## src/rtl/display_scanner_pkg.sv

```systemverilog
// Shared sizing, types and a slot-indexing helper for the display scanner.
package display_scanner_pkg;

  localparam int NUM_DIGITS = 4;
  localparam int BCD_W      = 4;
  localparam int SEL_W      = $clog2(NUM_DIGITS);
  localparam int DATA_W     = NUM_DIGITS * BCD_W;

  typedef logic [BCD_W-1:0]  bcd_t;
  typedef logic [SEL_W-1:0]  sel_t;
  typedef logic [DATA_W-1:0] digits_t;

  // One complete frame worth of display content.
  typedef struct packed {
    digits_t                 digits;
    logic [NUM_DIGITS-1:0]   dp;
  } frame_t;

  localparam sel_t LAST_SLOT = sel_t'(NUM_DIGITS - 1);

  // Pick the BCD nibble belonging to a given slot.
  function automatic bcd_t digit_at(input digits_t digits, input sel_t idx);
    return digits[32'(idx) * BCD_W +: BCD_W];
  endfunction

endpackage

```

## src/rtl/display_scanner_if.sv

```systemverilog
// Load/config inputs and scan outputs of the display scanner.
// master = controller side (drives data and blink config), slave = scanner.
interface display_scanner_if;
  import display_scanner_pkg::*;

  logic                  load;
  digits_t               digits_in;
  logic [NUM_DIGITS-1:0] dp_in;
  logic                  blink_en;
  logic [NUM_DIGITS-1:0] blink_mask;
  sel_t                  select;
  bcd_t                  digit_val;
  logic                  dp;
  logic                  blank;

  modport master (
    output load, digits_in, dp_in, blink_en, blink_mask,
    input  select, digit_val, dp, blank
  );

  modport slave (
    input  load, digits_in, dp_in, blink_en, blink_mask,
    output select, digit_val, dp, blank
  );

endinterface

```

## src/rtl/display_scanner_tick_divider.sv

```systemverilog
// Enabled modulo-DIV counter; tick is high for the one enabled cycle in
// which the count sits at DIV-1, and the count wraps to 0 on that cycle.
module tick_divider #(
  parameter int DIV = 2
) (
  input  logic clk,
  input  logic rst,
  input  logic en,
  output logic tick
);

  // DIV = 1 would give a zero-width counter; keep one bit and tick on every enable.
  localparam int CNT_W = (DIV > 1) ? $clog2(DIV) : 1;
  localparam logic [CNT_W-1:0] LAST = CNT_W'(DIV - 1);

  logic [CNT_W-1:0] cnt_q, cnt_d;

  // Next count and terminal-count strobe.
  always_comb begin
    cnt_d = cnt_q;
    tick  = 1'b0;
    if (en) begin
      if (cnt_q == LAST) begin
        cnt_d = '0;
        tick  = 1'b1;
      end else begin
        cnt_d = cnt_q + CNT_W'(1);
      end
    end
  end

  // Count register with synchronous reset.
  always_ff @(posedge clk) begin
    if (rst) cnt_q <= '0;
    else     cnt_q <= cnt_d;
  end

endmodule

```

## src/rtl/display_scanner.sv

```systemverilog
// Multiplexed 4-digit display scanner: steps the digit select every
// REFRESH_DIV clocks, swaps in newly loaded data only at frame boundaries,
// and blanks masked digits on alternate BLINK_FRAMES-frame periods.
module display_scanner
  import display_scanner_pkg::*;
#(
  parameter int REFRESH_DIV  = 50000,
  parameter int BLINK_FRAMES = 64
) (
  input  logic             src_clk,
  input  logic             src_rst,
  display_scanner_if.slave bus
);

  logic   scan_tick;
  logic   boundary;
  logic   frame_wrap;

  frame_t pend_q, pend_d;
  frame_t shadow_q, shadow_d;
  sel_t   select_q, select_d;
  bcd_t   digit_val_q, digit_val_d;
  logic   dp_q, dp_d;
  logic   blank_q, blank_d;
  logic   phase_q, phase_d;

  tick_divider #(.DIV(REFRESH_DIV)) u_scan_div (
    .clk  (src_clk),
    .rst  (src_rst),
    .en   (1'b1),
    .tick (scan_tick)
  );

  assign boundary = scan_tick && (select_q == LAST_SLOT);

  // Frame counter: advances once per frame boundary, wraps to toggle blink phase.
  tick_divider #(.DIV(BLINK_FRAMES)) u_frame_div (
    .clk  (src_clk),
    .rst  (src_rst),
    .en   (boundary),
    .tick (frame_wrap)
  );

  // Data staging, slot advance and registered slot outputs.
  always_comb begin
    pend_d      = pend_q;
    shadow_d    = shadow_q;
    select_d    = select_q;
    digit_val_d = digit_val_q;
    dp_d        = dp_q;
    blank_d     = blank_q;
    phase_d     = phase_q ^ frame_wrap;

    if (bus.load) begin
      pend_d.digits = bus.digits_in;
      pend_d.dp     = bus.dp_in;
    end

    // pend_d already holds a same-cycle load, so a coincident load is shown at once.
    if (boundary) shadow_d = pend_d;

    // Outputs are computed from the slot being entered so they move with select.
    if (scan_tick) begin
      select_d    = select_q + sel_t'(1);
      digit_val_d = digit_at(shadow_d.digits, select_d);
      dp_d        = shadow_d.dp[select_d];
      blank_d     = bus.blink_en & phase_d & bus.blink_mask[select_d];
    end
  end

  // State registers; reset overrides load and tick.
  always_ff @(posedge src_clk) begin
    if (src_rst) begin
      pend_q      <= '0;
      shadow_q    <= '0;
      select_q    <= '0;
      digit_val_q <= '0;
      dp_q        <= 1'b0;
      blank_q     <= 1'b0;
      phase_q     <= 1'b0;
    end else begin
      pend_q      <= pend_d;
      shadow_q    <= shadow_d;
      select_q    <= select_d;
      digit_val_q <= digit_val_d;
      dp_q        <= dp_d;
      blank_q     <= blank_d;
      phase_q     <= phase_d;
    end
  end

  assign bus.select    = select_q;
  assign bus.digit_val = digit_val_q;
  assign bus.dp        = dp_q;
  assign bus.blank     = blank_q;

endmodule

```

## src/flat_wrapper.sv

```systemverilog
// flat-port wrapper written by rule: the top's interface ports become plain ports
module display_scanner_flat import display_scanner_pkg::*;
#(
  parameter int REFRESH_DIV  = 50000,
  parameter int BLINK_FRAMES = 64
)
  (src_clk, src_rst, bus_load, bus_digits_in, bus_dp_in, bus_blink_en, bus_blink_mask, bus_select, bus_digit_val, bus_dp, bus_blank);
  display_scanner_if bus_i ();
  input  logic src_clk;
  input  logic src_rst;
  input wire logic [$bits(bus_i.load)-1:0] bus_load;
  input wire logic [$bits(bus_i.digits_in)-1:0] bus_digits_in;
  input wire logic [$bits(bus_i.dp_in)-1:0] bus_dp_in;
  input wire logic [$bits(bus_i.blink_en)-1:0] bus_blink_en;
  input wire logic [$bits(bus_i.blink_mask)-1:0] bus_blink_mask;
  output wire logic [$bits(bus_i.select)-1:0] bus_select;
  output wire logic [$bits(bus_i.digit_val)-1:0] bus_digit_val;
  output wire logic [$bits(bus_i.dp)-1:0] bus_dp;
  output wire logic [$bits(bus_i.blank)-1:0] bus_blank;
  assign bus_i.load = bus_load;
  assign bus_i.digits_in = bus_digits_in;
  assign bus_i.dp_in = bus_dp_in;
  assign bus_i.blink_en = bus_blink_en;
  assign bus_i.blink_mask = bus_blink_mask;
  assign bus_select = bus_i.select;
  assign bus_digit_val = bus_i.digit_val;
  assign bus_dp = bus_i.dp;
  assign bus_blank = bus_i.blank;
  display_scanner #(.REFRESH_DIV(REFRESH_DIV), .BLINK_FRAMES(BLINK_FRAMES)) u_core (.src_clk(src_clk), .src_rst(src_rst), .bus(bus_i));
endmodule
```

## config.mk

```make
export PLATFORM = sky130hd
export DESIGN_NAME = display_scanner_flat
export DESIGN_NICKNAME = d
export VERILOG_FILES = /design/src/rtl/display_scanner_pkg.sv /design/src/rtl/display_scanner_if.sv /design/src/rtl/display_scanner_tick_divider.sv /design/src/rtl/display_scanner.sv /design/src/flat_wrapper.sv
export SDC_FILE = /design/constraint.sdc
export NUM_CORES = 1
export LEC_CHECK = 0
export ABC_AREA = 0
export CORE_MARGIN = 5
export CORE_UTILIZATION = 56
export DETAILED_ROUTE_END_ITERATION = 8
export PLACE_DENSITY_LB_ADDON = 0.12
export SLEW_MARGIN = 10
export SYNTH_ARGS = -nofsm -noshare
export SYNTH_HDL_FRONTEND = slang
export SYNTH_SLANG_ARGS = --single-unit
```

## constraint.sdc

```tcl
create_clock -name src_clk -period 6.2 [get_ports src_clk]
set_input_delay 1.24 -clock src_clk [delete_from_list [all_inputs] [get_ports src_clk]]
set_output_delay 1.24 -clock src_clk [all_outputs]
set_load 0.01 [all_outputs]
```

==> results of run 1 <==
-- worst max-delay path, stage by stage, from the launching register on --
cell and delay (ps):
dfxtp_1 860, ha_1 740, nand4_1 270, or4_1 690
or3_1 450, a21oi_2 160, a22o_1 140
-- routing by layer --
metal,share of wire,global-route usage
met1,0.46,0.2514
met2,0.47,0.3070
met3,0.039,0.05232
met4,0.029,0.09795
met5,0,0
-- per-stage QoR --
stage	power [mW]	cells	hold slack, ps	setup slack [ps]	area (um^2)
final	0.8799	440	458.4	2826	3649
after CTS	0.8884	440	463.1	2852	3649
after detailed placement	0.5307	424	453.4	2870	3458
after global placement	0.5297	424	440.1	2973	3458
after global routing	0.9165	440	493.6	2525	3649
after floorplan	0.5060	332	430.3	3435	3073
-- power groups by stage --
stage | Clock, mW | Sequential, mW | Combinational, mW
2_1_floorplan | 0 | 0.478 | 0.0278
3_5_place_dp | 0 | 0.479 | 0.0517
6_report | 0.360 | 0.469 | 0.0513
4_1_cts | 0.368 | 0.469 | 0.0520
5_1_grt | 0.390 | 0.469 | 0.0571
3_3_place_gp | 0 | 0.479 | 0.0509
-- cell usage in the layout, fill, tap and decap left out, drive strengths merged, types with 7 or more instances in the layout --
cell,n
a21oi,17
nor3,8
xnor2,10
nand3,7
xor2,10
nor2,63
a211oi,16
clkdlybuf4s50,34
dfxtp,71
nand4,8
mux2i,17
nand2,19
clkbuf,12
-- cell type report --
cell class	count	area share
multi-input combinational	236	0.4246
sequential	71	0.3896
tap	72	0.02469
timing repair buffer	39	0.1029
inverter	6	0.006173
clock buffer	12	0.03978
clock inverter	4	0.01235
-- cell families after synthesis --
logic type / after synthesis / share of synthesized area
compound gates: 49 / 0.1083
xor+xnor: 20 / 0.05700
fa+ha+maj: 3 / 0.01222
buf+inv: 25 / 0.03338
flops: 71 / 0.4625
mux: 25 / 0.09935
simple gates: 139 / 0.2272
-- how the worst min path moves through the flow --
stage | depth (start not counted) | to | slack, ps | start
global placement | 2 | u_core.shadow_q[3] | 440 | u_core.shadow_q[3]
finish | 2 | u_core.shadow_q[3] | 460 | u_core.shadow_q[3]
CTS | 2 | u_core.shadow_q[3] | 460 | u_core.shadow_q[3]
global route | 2 | u_core.shadow_q[1] | 490 | u_core.shadow_q[1]
detailed placement | 2 | u_core.shadow_q[3] | 450 | u_core.shadow_q[3]
floorplan | 1 | u_core.u_scan_div.cnt_q[0] | 430 | u_core.u_scan_div.cnt_q[0]
-- state kept, by name (all words and copies together), names as in the netlist --
register,cells
u_core.pend_q,20
u_core.shadow_q,20
u_core.u_scan_div.cnt_q,16
u_core.u_frame_div.cnt_q,6
u_core.bus.digit_val,4
u_core.bus.select,2
u_core.bus.blank,1
u_core.bus.dp,1
u_core.phase_q,1
==> metrics.md, run 1 <==
| Metric | Value |
|---|---|
| Power Density | `~240 nW/um^2` |
| Die X | `about 84 um` |
| Avg Inst Size Synth | `9.256 um^2` |
| Final period util | `0.5443` |
| DR vias | `~2.4k` |
| Global-route wire length before repair | `11,200 um` |
| Final Hold Viols | `0` |
| Vias in the first global route | `between 2k and 2.5k` |
| Die Span Y | `84.08 um` |
| Clk root buf | `clkbuf_8` |
| Worst Path Max Fanout | `23` |
| Peak VDD IR | `~220 uV` |
| Post-synth top area cell | `dfxtp_1` |
| Iteration-0 DRC Markers | `roughly 130` |
| Crit path capture type | `flip-flop` |
| Hpwl dp | `4269 um` |
| Core ar. | `roughly 5400 um^2` |
| Clk_skew | `7.369 ps` |
| Sequential-to-total area share from yosys stat | `0.4625` |
| Post-layout util | `0.6750` |
| Max Cap Viol | `0` |
| Vias per cell | `around 5.5` |
| Commonest cells post-synth | `dfxtp_1, nor2_1, nand2_1` |
| Mapped cell area | `about 3100 um^2` |
| Fill count | `456` |
| # IOs | `36` |
| Clock network power share | `0.409` |
| Worst Setup SP | `u_core.bus.select[0]` |
| Worst r2r src | `u_core.bus.select[0]` |
| Fmax | `296.3 MHz` |
| Syn_nets | `between 300 and 400` |
| Worst hold path class | `reg2reg` |
| Gr ovfl total | `0` |
| Initial Util | `0.5685` |
| RR Endpoint | `u_core.bus.blank` |
| Post-CTS resize count | `0` |
| CTS tree | `done` |
| Post-synth EDFFs | `0` |
| GRT Overall Usage | `0.1973` |
| Reg2reg path depth | `6` |
| Mapped Cells | `~330` |
| Num CTS Buffers | `9` |
| Diodes inserted | `0` |
| Worst slew pin tran | `974.6 ps` |
| Final Net Count | `between 300 and 400` |
| R2r setup slk | `about 2800 ps` |
| Clock slew seen by the registers of the worst setup and hold paths | `70 ps` |
| Synth Warn # | `0` |
| Drt pass-1 iters | `4` |
| Max clock buf depth | `2` |
| Multi-input combinational cell area | `approximately 1500 um^2` |
| # DRC | `0` |
| Sw Ratio | `0.2188` |
| Antenna-violating nets left | `0` |
| Post-route setup TNS | `0 ps` |
| Type of origin of the critical path | `flip-flop` |
| CP Data Required Time | `between 6000 and 7000 ps` |
| Final WL | `~6400 um` |
| Combinational fraction of design power | `0.058` |
| Largest net degree at the start of global routing | `62` |
| Yosys reg bits | `71` |
| Die area | `between 7000 and 8000 um^2` |
| Status | `complete, no violations` |
| RePlAce Congestion | `0.7391` |
| Row cnt | `27` |
| Final setup fails | `0` |
| # port buffers | `35` |
| Clock Latency Late Sink | `350 ps` |
| Seq. cell area | `approximately 1400 um^2` |
| Clk sinks | `71` |
| Ys flop type | `dfxtp_1` |
| Pint | `0.6874 mW` |
| Sequential fraction of design power | `0.532` |
| Min cycle time layout | `~3400 ps` |
| RSZ-0062 raised after global routing | `no` |
| Most frequent cell after synthesis | `dfxtp_1` |
| Synth area leaders | `dfxtp_1, nor2_1, mux2i_1` |
| WP data arrival | `3670 ps` |
| Slew Viols, Final | `0` |
| Distinct cells, synth | `43` |
| Net Switching | `0.1925 mW` |
| Initial antenna violation count | `0` |
| Share of cells above drive strength 1 | `0.09239` |
| Async S/R FF share, synth | `0` |
| Area grow syn2layout | `18.73%` |
| Leakage power | `approximately 1.3 nW` |
| CP Class | `reg2reg` |
| Post-CTS setup buffer count | `0` |
| Worst Setup EP | `u_core.bus.blank` |
| Synth top area share | `0.4625` |
| Hold Buf Count CTS | `0` |
| H-tree levels | `3` |
| Wire length per cell | `14.50 um` |
| Rel. slew slack | `0.3503` |
Note: power is estimated with default switching activity, not from simulation.
==> run 2: changes to the inputs <==
Settings changed: CORE_UTILIZATION 56 to 50.
Clock period 6.2 ns to 2.9 ns, I/O delays scaled along.
==> metrics.md, run 2 (same netlist as run 1, synthesis figures left out) <==
| Metric | Value |
|---|---|
| Status | `complete, no violations` |
| Final Hold Viols | `0` |
| Crit path capture type | `flip-flop` |
| Max Cap Viol | `0` |
| Pint | `1.584 mW` |
| Num CTS Buffers | `9` |
| Die Span Y | `around 90 um` |
| Core ar. | `between 5000 and 6000 um^2` |
| Rel. slew slack | `0.5787` |
| Regs by FF count | `u_core.pend_q (20), u_core.shadow_q (20), u_core.u_scan_div.cnt_q (16)` |
| Clk sinks | `71` |
| Post-CTS setup buffer count | `0` |
| Net Switching | `a little over 0.4 mW` |
| Min cycle time layout | `2446 ps` |
| Initial antenna violation count | `0` |
| Sequential fraction of design power | `0.501` |
| CP Data Required Time | `about 3200 ps` |
| Combinational fraction of design power | `0.054` |
| Most common cell after layout, fill and taps aside | `dfxtp_1` |
| Antenna-violating nets left | `0` |
| Final WL | `~6300 um` |
| Fmax | `just over 400 MHz` |
| Initial Util | `0.5160` |
| Die X | `88.40 um` |
| Vias per cell | `about 5.4` |
| Worst slew pin tran | `631.9 ps` |
| Type of origin of the critical path | `flip-flop` |
| Worst hold endpoint | `u_core.shadow_q[1]` |
| Clock network power share | `0.444` |
| RSZ-0062 raised after global routing | `no` |
| Post-CTS resize count | `0` |
| Peak VDD IR | `247.9 uV` |
| Power Density | `about 530 nW/um^2` |
| Drt pass-1 iters | `4` |
| Wire length per cell | `around 14 um` |
| Fill count | `between 500 and 600` |
| GRT Overall Usage | `0.1810` |
| Most frequent cells in the layout | `dfxtp_1, nor2_1, clkdlybuf4s50_1` |
| Vias in the first global route | `about 2.2k` |
| # port buffers | `35` |
| WP data arrival | `2710 ps` |
| Slew Viols, Final | `0` |
| Post-route setup TNS | `0 ps` |
| Final period util | `0.8435` |
| Hold Buf Count CTS | `0` |
| Reg2reg path depth | `5` |
| # IOs | `36` |
| DR vias | `roughly 2.4k` |
| Post-layout util | `0.6277` |
| R2r setup slk | `450 ps` |
| CTS tree | `done` |
| CP Class | `reg2reg` |
| Leakage power | `between 1 and 1.5 nW` |
| Worst r2r src | `u_core.u_scan_div.cnt_q[11]` |
| Gr ovfl total | `0` |
| Clk_skew | `about 10 ps` |
| Global-route wire length before repair | `~11,000 um` |
| Final Net Count | `401` |
| Worst Path Max Fanout | `9` |
| Die area | `between 7000 and 8000 um^2` |
| Largest net degree at the start of global routing | `35` |
| Clock Latency Late Sink | `between 300 and 400 ps` |
| Final setup fails | `0` |
| Clock slew seen by the registers of the worst setup and hold paths | `approximately 80 ps` |
| Area grow syn2layout | `21.66%` |
| H-tree levels | `3` |
| Hpwl dp | `4336 um` |
| Diodes inserted | `0` |
| Clk root buf | `clkbuf_8` |
| RePlAce Congestion | `~0.74` |
| Sw Ratio | `0.2070` |
| Worst hold path class | `reg2reg` |
| Row cnt | `28` |
| Iteration-0 DRC Markers | `about 140` |
| Hold Crit Start | `u_core.shadow_q[1]` |
| RR Endpoint | `u_core.bus.digit_val[1]` |
| Share of cells above drive strength 1 | `0.1093` |
| Hold Crit Depth | `2` |
| Max clock buf depth | `2` |
| # DRC | `0` |
[run 2: area by class of cell]
| type | count | area, um^2 | share of cell area |
|---|---|---|---|
| Sequential cell | 71 | 1421 | 0.3802 |
| Timing Repair Buffer | 46 | 427.9 | 0.1145 |
| Clock inverter | 3 | 65.06 | 0.01740 |
| Inverter | 6 | 22.52 | 0.006024 |
| Multi-Input combinational cell | 236 | 1549 | 0.4143 |
| Tap cell | 75 | 93.84 | 0.02510 |
| Clock buffer | 13 | 158.9 | 0.04250 |
[run 2: worst max-delay path, cell delays in order (launching register included)]
cell      delay (ps)
dfxtp_1          350
or4b_4           580
or4_1            680
nor3_1           470
o211ai_1         160
o211ai_1         120
[run 2: worst max path at each step]
| stage | start | endpoint | slack, ps | cells past startpoint |
|---|---|---|---|---|
| after floorplan | u_core.u_scan_div.cnt_q[10] | u_core.bus.digit_val[0] | 720 | 6 |
| after global placement | bus_load | u_core.bus.digit_val[0] | 470 | 7 |
| after detailed placement | bus_load | u_core.bus.digit_val[0] | 440 | 7 |
| after CTS | u_core.u_scan_div.cnt_q[11] | u_core.bus.digit_val[1] | 500 | 5 |
| after global routing | u_core.u_scan_div.cnt_q[9] | u_core.bus.digit_val[2] | 330 | 5 |
| final | u_core.u_scan_div.cnt_q[11] | u_core.bus.digit_val[1] | 450 | 5 |
[run 2: power groups by stage]
| stage | Clock [mW] | Combinational, mW | Sequential [mW] |
|---|---|---|---|
| final | 0.887 | 0.109 | 1.00 |
| after global routing | 0.954 | 0.121 | 1.00 |
| after CTS | 0.905 | 0.110 | 1.00 |
| after detailed placement | 0 | 0.110 | 1.02 |
| after floorplan | 0 | 0.0594 | 1.02 |
| after global placement | 0 | 0.109 | 1.02 |
[run 2: per-layer routing]
layer / vias up / part of all wire / GRT usage
met4: 0 / 0.016 / 0.08654
li1: 1249 / - / -
met2: 49 / 0.46 / 0.2774
met5: - / 0 / 0
met1: 1110 / 0.48 / 0.2447
met3: 10 / 0.048 / 0.03631
[run 2: through the flow]
stage / setup slack (ps) / cells / power [mW] / cell area, um^2 / hold slack (ps)
5_1_grt: 330.3 / 450 / 2.078 / 3739 / 488.7
4_1_cts: 499.6 / 450 / 2.017 / 3739 / 457.2
6_report: 453.9 / 450 / 1.998 / 3739 / 455.3
3_3_place_gp: 473.7 / 434 / 1.132 / 3515 / 438.1
3_5_place_dp: 437.2 / 434 / 1.134 / 3515 / 447.2
2_1_floorplan: 715.4 / 332 / 1.082 / 3073 / 430.3
